**config.mk**
```make
export PLATFORM = sky130hd
export DESIGN_NAME = mem_arbiter
export DESIGN_NICKNAME = d
export VERILOG_FILES = /design/src/rtl/mem_arbiter.sv
export SDC_FILE = /design/constraint.sdc
export NUM_CORES = 1
export LEC_CHECK = 0
export BUFFER_PORTS_ARGS = -buffer_cell sky130_fd_sc_hd__buf_4
export CORE_MARGIN = 2
export CORE_UTILIZATION = 44
export DETAILED_ROUTE_END_ITERATION = 10
export HOLD_SLACK_MARGIN = 0.15
export PLACE_DENSITY_LB_ADDON = 0.3
export SETUP_SLACK_MARGIN = 0.05
export SYNTH_ARGS = -nofsm -noshare
export SYNTH_HDL_FRONTEND = slang
export SYNTH_SLANG_ARGS = --single-unit
```
**constraint.sdc**
```tcl
create_clock -name clk -period 5.9 [get_ports clk]
set_input_delay 1.18 -clock clk [delete_from_list [all_inputs] [get_ports clk]]
set_output_delay 1.18 -clock clk [all_outputs]
set_load 0.01 [all_outputs]
```
**src/rtl/mem_arbiter.sv**
```systemverilog
// mem_arbiter
//   Shares one byte-addressed, big-endian memory between the instruction-fetch
//   requester (I) and the load/store requester (D) with round-robin priority.
//   One transaction every three cycles: grant (G), memory read (G+1),
//   registered response (G+2). Illegal or out-of-range accesses are flagged
//   with err and never write memory.
//
// Ports
//   clk, rst                      clock, synchronous active-low reset
//   i_req/i_addr                  fetch request (held until i_gnt)
//   i_gnt/i_rvalid/i_rdata/i_err  fetch grant pulse and registered response
//   d_req/d_we/d_size/d_unsigned/d_addr/d_wdata  load/store request
//   d_gnt/d_rvalid/d_rdata/d_err  load/store grant pulse and registered response
//   mem_addr/mem_we/mem_be/mem_wdata  memory command, driven in the grant cycle
//   mem_rdata                     memory read data, one cycle after mem_addr
module mem_arbiter #(
   parameter int MEM_BYTES = 256
) (
   input  logic        clk,
   input  logic        rst,
   input  logic        i_req,
   input  logic [31:0] i_addr,
   output logic        i_gnt,
   output logic        i_rvalid,
   output logic [31:0] i_rdata,
   output logic        i_err,
   input  logic        d_req,
   input  logic        d_we,
   input  logic [1:0]  d_size,
   input  logic        d_unsigned,
   input  logic [31:0] d_addr,
   input  logic [31:0] d_wdata,
   output logic        d_gnt,
   output logic        d_rvalid,
   output logic [31:0] d_rdata,
   output logic        d_err,
   output logic [31:0] mem_addr,
   output logic        mem_we,
   output logic [3:0]  mem_be,
   output logic [31:0] mem_wdata,
   input  logic [31:0] mem_rdata
);

   typedef enum logic [1:0] {
      IDLE = 2'd0,
      WAIT = 2'd1,
      RESP = 2'd2
   } state_t;

   // Pointer encoding: which requester was granted last.
   localparam logic LAST_I = 1'b0;
   localparam logic LAST_D = 1'b1;

   localparam logic [32:0] MEM_LIMIT  = 33'(MEM_BYTES);
   localparam logic [31:0] I_ADDR_MAX = 32'(MEM_BYTES - 4);

   // Number of bytes touched by an access of the given size.
   function automatic logic [2:0] size_bytes(input logic [1:0] size);
      case (size)
         2'b00:   return 3'd1;
         2'b01:   return 3'd2;
         default: return 3'd4;
      endcase
   endfunction

   // Byte enables: the lowest address is bit 3.
   function automatic logic [3:0] store_be(input logic [1:0] size);
      case (size)
         2'b00:   return 4'b1000;
         2'b01:   return 4'b1100;
         default: return 4'b1111;
      endcase
   endfunction

   // Left-justify right-justified store data so its first byte lands at mem_addr.
   function automatic logic [31:0] store_data(input logic [1:0] size, input logic [31:0] wdata);
      case (size)
         2'b00:   return {wdata[7:0], 24'h000000};
         2'b01:   return {wdata[15:0], 16'h0000};
         default: return wdata;
      endcase
   endfunction

   // The addressed byte is always at the top of mem_rdata, so sub-word loads
   // take the upper bits and extend them.
   function automatic logic [31:0] load_extract(input logic [31:0] raw, input logic [1:0] size,
                                                input logic uns);
      case (size)
         2'b00:   return uns ? {24'h000000, raw[31:24]} : {{24{raw[31]}}, raw[31:24]};
         2'b01:   return uns ? {16'h0000, raw[31:16]} : {{16{raw[31]}}, raw[31:16]};
         default: return raw;
      endcase
   endfunction

   state_t      state_q, state_d;
   logic        ptr_q, ptr_d;
   logic        sel_d_q, sel_d_d;      // transaction in flight belongs to D
   logic        err_q, err_d;
   logic        we_q, we_d;
   logic [1:0]  size_q, size_d;
   logic        uns_q, uns_d;
   logic        i_rvalid_q, i_rvalid_d;
   logic        i_err_q, i_err_d;
   logic [31:0] i_rdata_q, i_rdata_d;
   logic        d_rvalid_q, d_rvalid_d;
   logic        d_err_q, d_err_d;
   logic [31:0] d_rdata_q, d_rdata_d;

   logic [32:0] d_last_s;
   logic        d_bad_s;
   logic        i_bad_s;
   logic        win_d_s;
   logic        win_i_s;

   // Legality of the presented requests; 33-bit end address so huge addresses cannot wrap.
   always_comb begin
      d_last_s = {1'b0, d_addr} + {30'd0, size_bytes(d_size)} - 33'd1;
      d_bad_s  = (d_size == 2'b11) || ({1'b0, d_addr} >= MEM_LIMIT) || (d_last_s >= MEM_LIMIT);
      i_bad_s  = (i_addr[1:0] != 2'b00) || (i_addr > I_ADDR_MAX);
      // On a tie the requester not granted last wins. Gated by rst so nothing
      // is granted while reset is asserted.
      win_d_s  = rst && d_req && (!i_req || (ptr_q == LAST_I));
      win_i_s  = rst && i_req && (!d_req || (ptr_q == LAST_D));
   end

   // Next-state, grant/memory command and response computation.
   always_comb begin
      state_d    = state_q;
      ptr_d      = ptr_q;
      sel_d_d    = sel_d_q;
      err_d      = err_q;
      we_d       = we_q;
      size_d     = size_q;
      uns_d      = uns_q;
      i_rvalid_d = 1'b0;
      i_err_d    = 1'b0;
      i_rdata_d  = 32'h00000000;
      d_rvalid_d = 1'b0;
      d_err_d    = 1'b0;
      d_rdata_d  = 32'h00000000;
      i_gnt      = 1'b0;
      d_gnt      = 1'b0;
      mem_addr   = 32'h00000000;
      mem_we     = 1'b0;
      mem_be     = 4'b0000;
      mem_wdata  = 32'h00000000;
      case (state_q)
         IDLE: begin
            if (win_d_s) begin
               d_gnt    = 1'b1;
               mem_addr = d_addr;
               sel_d_d  = 1'b1;
               err_d    = d_bad_s;
               we_d     = d_we;
               size_d   = d_size;
               uns_d    = d_unsigned;
               ptr_d    = LAST_D;
               state_d  = WAIT;
               if (d_we && !d_bad_s) begin
                  mem_we    = 1'b1;
                  mem_be    = store_be(d_size);
                  mem_wdata = store_data(d_size, d_wdata);
               end else begin
                  mem_we    = 1'b0;
               end
            end else if (win_i_s) begin
               i_gnt    = 1'b1;
               mem_addr = i_addr;
               sel_d_d  = 1'b0;
               err_d    = i_bad_s;
               we_d     = 1'b0;
               ptr_d    = LAST_I;
               state_d  = WAIT;
            end else begin
               state_d  = IDLE;
            end
         end
         WAIT: begin
            state_d = RESP;
            if (sel_d_q) begin
               d_rvalid_d = 1'b1;
               d_err_d    = err_q;
               d_rdata_d  = (err_q || we_q) ? 32'h00000000 : load_extract(mem_rdata, size_q, uns_q);
            end else begin
               i_rvalid_d = 1'b1;
               i_err_d    = err_q;
               i_rdata_d  = err_q ? 32'h00000000 : mem_rdata;
            end
         end
         RESP: begin
            state_d = IDLE;
         end
         default: begin
            state_d = IDLE;
         end
      endcase
   end

   // State, pointer, captured request attributes and registered responses.
   always_ff @(posedge clk) begin
      if (!rst) begin
         state_q    <= IDLE;
         ptr_q      <= LAST_I;
         sel_d_q    <= 1'b0;
         err_q      <= 1'b0;
         we_q       <= 1'b0;
         size_q     <= 2'b00;
         uns_q      <= 1'b0;
         i_rvalid_q <= 1'b0;
         i_err_q    <= 1'b0;
         i_rdata_q  <= 32'h00000000;
         d_rvalid_q <= 1'b0;
         d_err_q    <= 1'b0;
         d_rdata_q  <= 32'h00000000;
      end else begin
         state_q    <= state_d;
         ptr_q      <= ptr_d;
         sel_d_q    <= sel_d_d;
         err_q      <= err_d;
         we_q       <= we_d;
         size_q     <= size_d;
         uns_q      <= uns_d;
         i_rvalid_q <= i_rvalid_d;
         i_err_q    <= i_err_d;
         i_rdata_q  <= i_rdata_d;
         d_rvalid_q <= d_rvalid_d;
         d_err_q    <= d_err_d;
         d_rdata_q  <= d_rdata_d;
      end
   end

   assign i_rvalid = i_rvalid_q;
   assign i_err    = i_err_q;
   assign i_rdata  = i_rdata_q;
   assign d_rvalid = d_rvalid_q;
   assign d_err    = d_err_q;
   assign d_rdata  = d_rdata_q;

endmodule

```
==> results.tsv <==
stage	metric	value	unit
synth	Post-Syn Nets	963	
floorplanning	die height	122	µm
grt	vias in the first global route	6566	
synth	Post-Syn Area	6160	µm²
cts	Clock Latency Late Sink	0.33	ns
detailed_routing	Avg WL per Cell	18.4	µm
synth	largest family of logic cells by synthesized area	compound AO/OA/AOI/OAI gates	
setup_path	crit path launch type	primary input	
detailed_routing	wirelength, routed	22.9	mm
setup_path	Worst EP required	4.72	ns
timing	Worst-Margin Slew	1.09	ns
synth	portion of netlist area occupied by mux cells	4.29	%
placement	gpl congestion	0.938	
grt	first-pass GRT wire length	33.6	mm
power	clock share of power	32.1	%
floorplanning	DIE AREA	15000	µm²
final_layout	design area	9250	µm²
final_layout	Final Core Density	67.1	%
floorplanning	IO Pins	275	
setup_path	CP Capture Type	output pin	
timing	final period utilization	103	%
synth	Netlist cell types	80	
timing	unrepaired setup endpoints after global routing	true	
synth	yosys warns	0	
timing	worst rel slew slack	27.2	%
synth	post-synthesis sequential area ratio	24.7	%
floorplanning	Core Area	13800	µm²
grt	largest net degree at the start of global routing	43	
placement	Detailed Place HPWL	17.9	mm
power	Peak VDD IR	0.000144	V
detailed_routing	# DRC	0	
power	register share of total power	32.6	%
cts	clock tree buffer depth	2	
synth	post-synthesis compound-gate area fraction	26.7	%
final_layout	area delta synth->final	50.2	%
job	Max-Cap Viols	0	
timing	hold_ws	0.495	ns
detailed_routing	drt initial violations	447	
setup_path	CP arrival	4.88	ns
timing	Final Hold Fails	0	
detailed_routing	remaining antenna violation count	0	
synth	post-synthesis simple-gate area fraction	26.3	%
cts	CTS sink count	76	
floorplanning	Die W	122	µm
power	PD cells	177	nW/µm²
synth	Main synth FF type	dfxtp_1	
power	Switch Pwr	0.000529	W
grt	GRT overflow	0	
floorplanning	Initial Util	44.7	%
synth	Post-synth EDFFs	0	
synth	#FFs+latches synth	76	
cts	# H-tree levels	3	
floorplanning	row count	43	
final_layout	# diodes	0	
power	Sw Ratio	32.2	%
cts	TritonCTS Buffers	9	
timing	Setup Viol. Count Final	36	
placement	Area after DPL	8620	µm²
synth	xor and xnor fraction of the mapped netlist area	0.569	%
timing	f_max	0.165	GHz
power	Lkg Pwr	4.43	nW
outcome	failing checks	setup timing	
setup_path	R2R setup slack	4.07	ns
timing	setup ws final	-0.163	ns
synth	Synth async-reset ratio	0	%
grt	initial antenna violation count	0	
cts	CTS tree	done	
power	Internal	0.00111	W
grt	GRT Total Usage	28.6	%
timing	Worst Clk Skew	0.00564	ns
cts	clock slew at reported path FFs	0.05	ns
power	Comb power frac	35.3	%
min_path	Hold Path Class	reg -> reg	
detailed_routing	via count	7008	
timing	max-slew violations	0	
synth	adder-cell share of the synthesized area	10.9	%
timing	fin crit period	6.06	ns
final_layout	fraction of layout cells with a size suffix above 1	37.6	%
detailed_routing	1st-pass router iterations	5	
detailed_routing	via/cell ratio	5.63	
synth	syn avg cell area	7.95	µm²
placement	IO buf count	274	
synth	Post-Syn Instances	774	
outcome	status	complete, but fails checks	
cts	Post-CTS Hold Fix Bufs	0	
final_layout	Nets	1249	
setup_path	CP Max Fanout	6	
cts	Root Buffer	clkbuf_16	
setup_path	Setup Crit Path Kind	in -> out	
flip-flops by register name, indices dropped and copies added, names as in the netlist:
signal	flops
i_rdata	32
uns_q	1
d_rdata	32
we_q	1
d_rvalid	1
sel_d_q	1
state_q	2
d_err	1
i_err	1
err_q	1
size_q	2
i_rvalid	1
worst max-delay path, stage by stage:
cell,delay [ns]
buf_8,0.11
buf_12,0.12
or2_4,0.25
ha_4,0.16
inv_4,0.05
ha_4,0.13
inv_2,0.03
fa_2,0.32
nor2b_2,0.12
o221ai_2,0.14
a2111oi_4,0.39
buf_4,0.18
o21ai_4,0.07
a311o_1,0.32
a2111oi_4,0.36
nand4b_4,0.19
buf_6,0.17
buf_6,0.14
nor4_2,0.27
buf_4,0.17
synth_stat cells, types with 11 or more instances:
library cell   n  area share [%]
dfxtp_1       76              25
a21oi_1       60             4.9
inv_1         55             3.4
nor2_1        55             3.4
and2_1        54             5.5
ha_1          52              11
nand2_1       50             3.0
clkbuf_1      33             2.0
a22o_1        32             4.6
nor2b_1       29             2.9
mux2i_1       23             3.7
o21ai_0       21             1.7
a22oi_1       17             2.1
nor4_1        17             1.7
nand2b_1      15             1.5
nand3_1       12            0.98
nand4_1       11             1.1
nor3_1        11            0.89
o21ai_1       11            0.89
through the flow:
stage          std cells  power, W  setup TNS (ns)  worst slack (ns)
6_report            1244   0.00164           -4.02            -0.163
5_1_grt             1244   0.00171          -11.38            -0.352
4_1_cts             1242   0.00163           -4.14            -0.160
3_5_place_dp        1222   0.00110           -6.63            -0.249
3_3_place_gp        1222   0.00109           -3.87            -0.158
2_1_floorplan        774  0.000864               0            0.0423
path summary, 6_finish.rpt:
| check | end | start | depth (start not counted) |
|---|---|---|---|
| setup reg to reg | d_rdata[17]$_SDFF_PP0_ | state_q[1]$_SDFF_PN0_ | 4 |
| hold / removal | we_q$_SDFFE_PN0P_ | we_q$_SDFFE_PN0P_ | 2 |
| hold reg to reg | we_q$_SDFFE_PN0P_ | we_q$_SDFFE_PN0P_ | 2 |
| setup / recovery | mem_wdata[21] | d_size[1] | 20 |
logic make-up (layout without fill, tap and decap cells):
logic type / Yosys count / in the layout
AND/OR/NAND/NOR: 289 / 289
AO/OA/AOI/OAI: 227 / 227
adder cells (fa/ha/maj): 53 / 53
flip-flops: 76 / 76
buffers and inverters: 99 / 389
multiplexers: 26 / 26
XOR/XNOR: 4 / 4
cell usage in the layout, fill, tap and decap left out, drive strengths merged, types with 5 or more instances in the layout:
master and count:
a2111oi 9, a211oi 7, a22o 32, nand2 51, a221oi 5, a21oi 61
nor4 18, nand2b 15, o21bai 8, a22oi 17, clkbuf 9, nor2b 30
or2 7, dfxtp 76, ha 52, a21o 5, nor2 55, mux2i 23
inv 55, nand3 12, nand4 11, buf 318, a31oi 7, nor3 12
and2 54, o21ai 32, o211a 9
metal layers:
layer  share of wire, %  GRT usage [%]
met4                1.7           6.18
met3                8.0           4.79
met5                  0              0
met2                 48           50.0
met1                 42           36.8
what timing repair did:
item / in CTS / in global routing
endpoints found under the hold margin: 0 / 0
resized for setup: 35 / 37
setup buffers: 4 / 2
pin swaps: 13 / 18
setup endpoints to repair: 37 / 37
gates cloned: 1 / 0
power groups by stage:
stage | sequential, W | clock (W) | combinational [W]
4_1_cts | 0.000535 | 0.000531 | 0.000561
3_3_place_gp | 0.000546 | 0 | 0.000545
5_1_grt | 0.000537 | 0.000552 | 0.000625
3_5_place_dp | 0.000546 | 0 | 0.000549
2_1_floorplan | 0.000547 | 0 | 0.000316
6_report | 0.000535 | 0.000526 | 0.000580
area by class of cell:
class,count,area [µm²]
clock buffer,9,225
tap,180,225
fill,1201,4530
sequential,76,1520
multi-input combinational,599,4480
inverter,56,214
clock inverter,6,66.3
timing repair buffer,318,2510
Note: power is estimated with default switching activity, not from simulation.
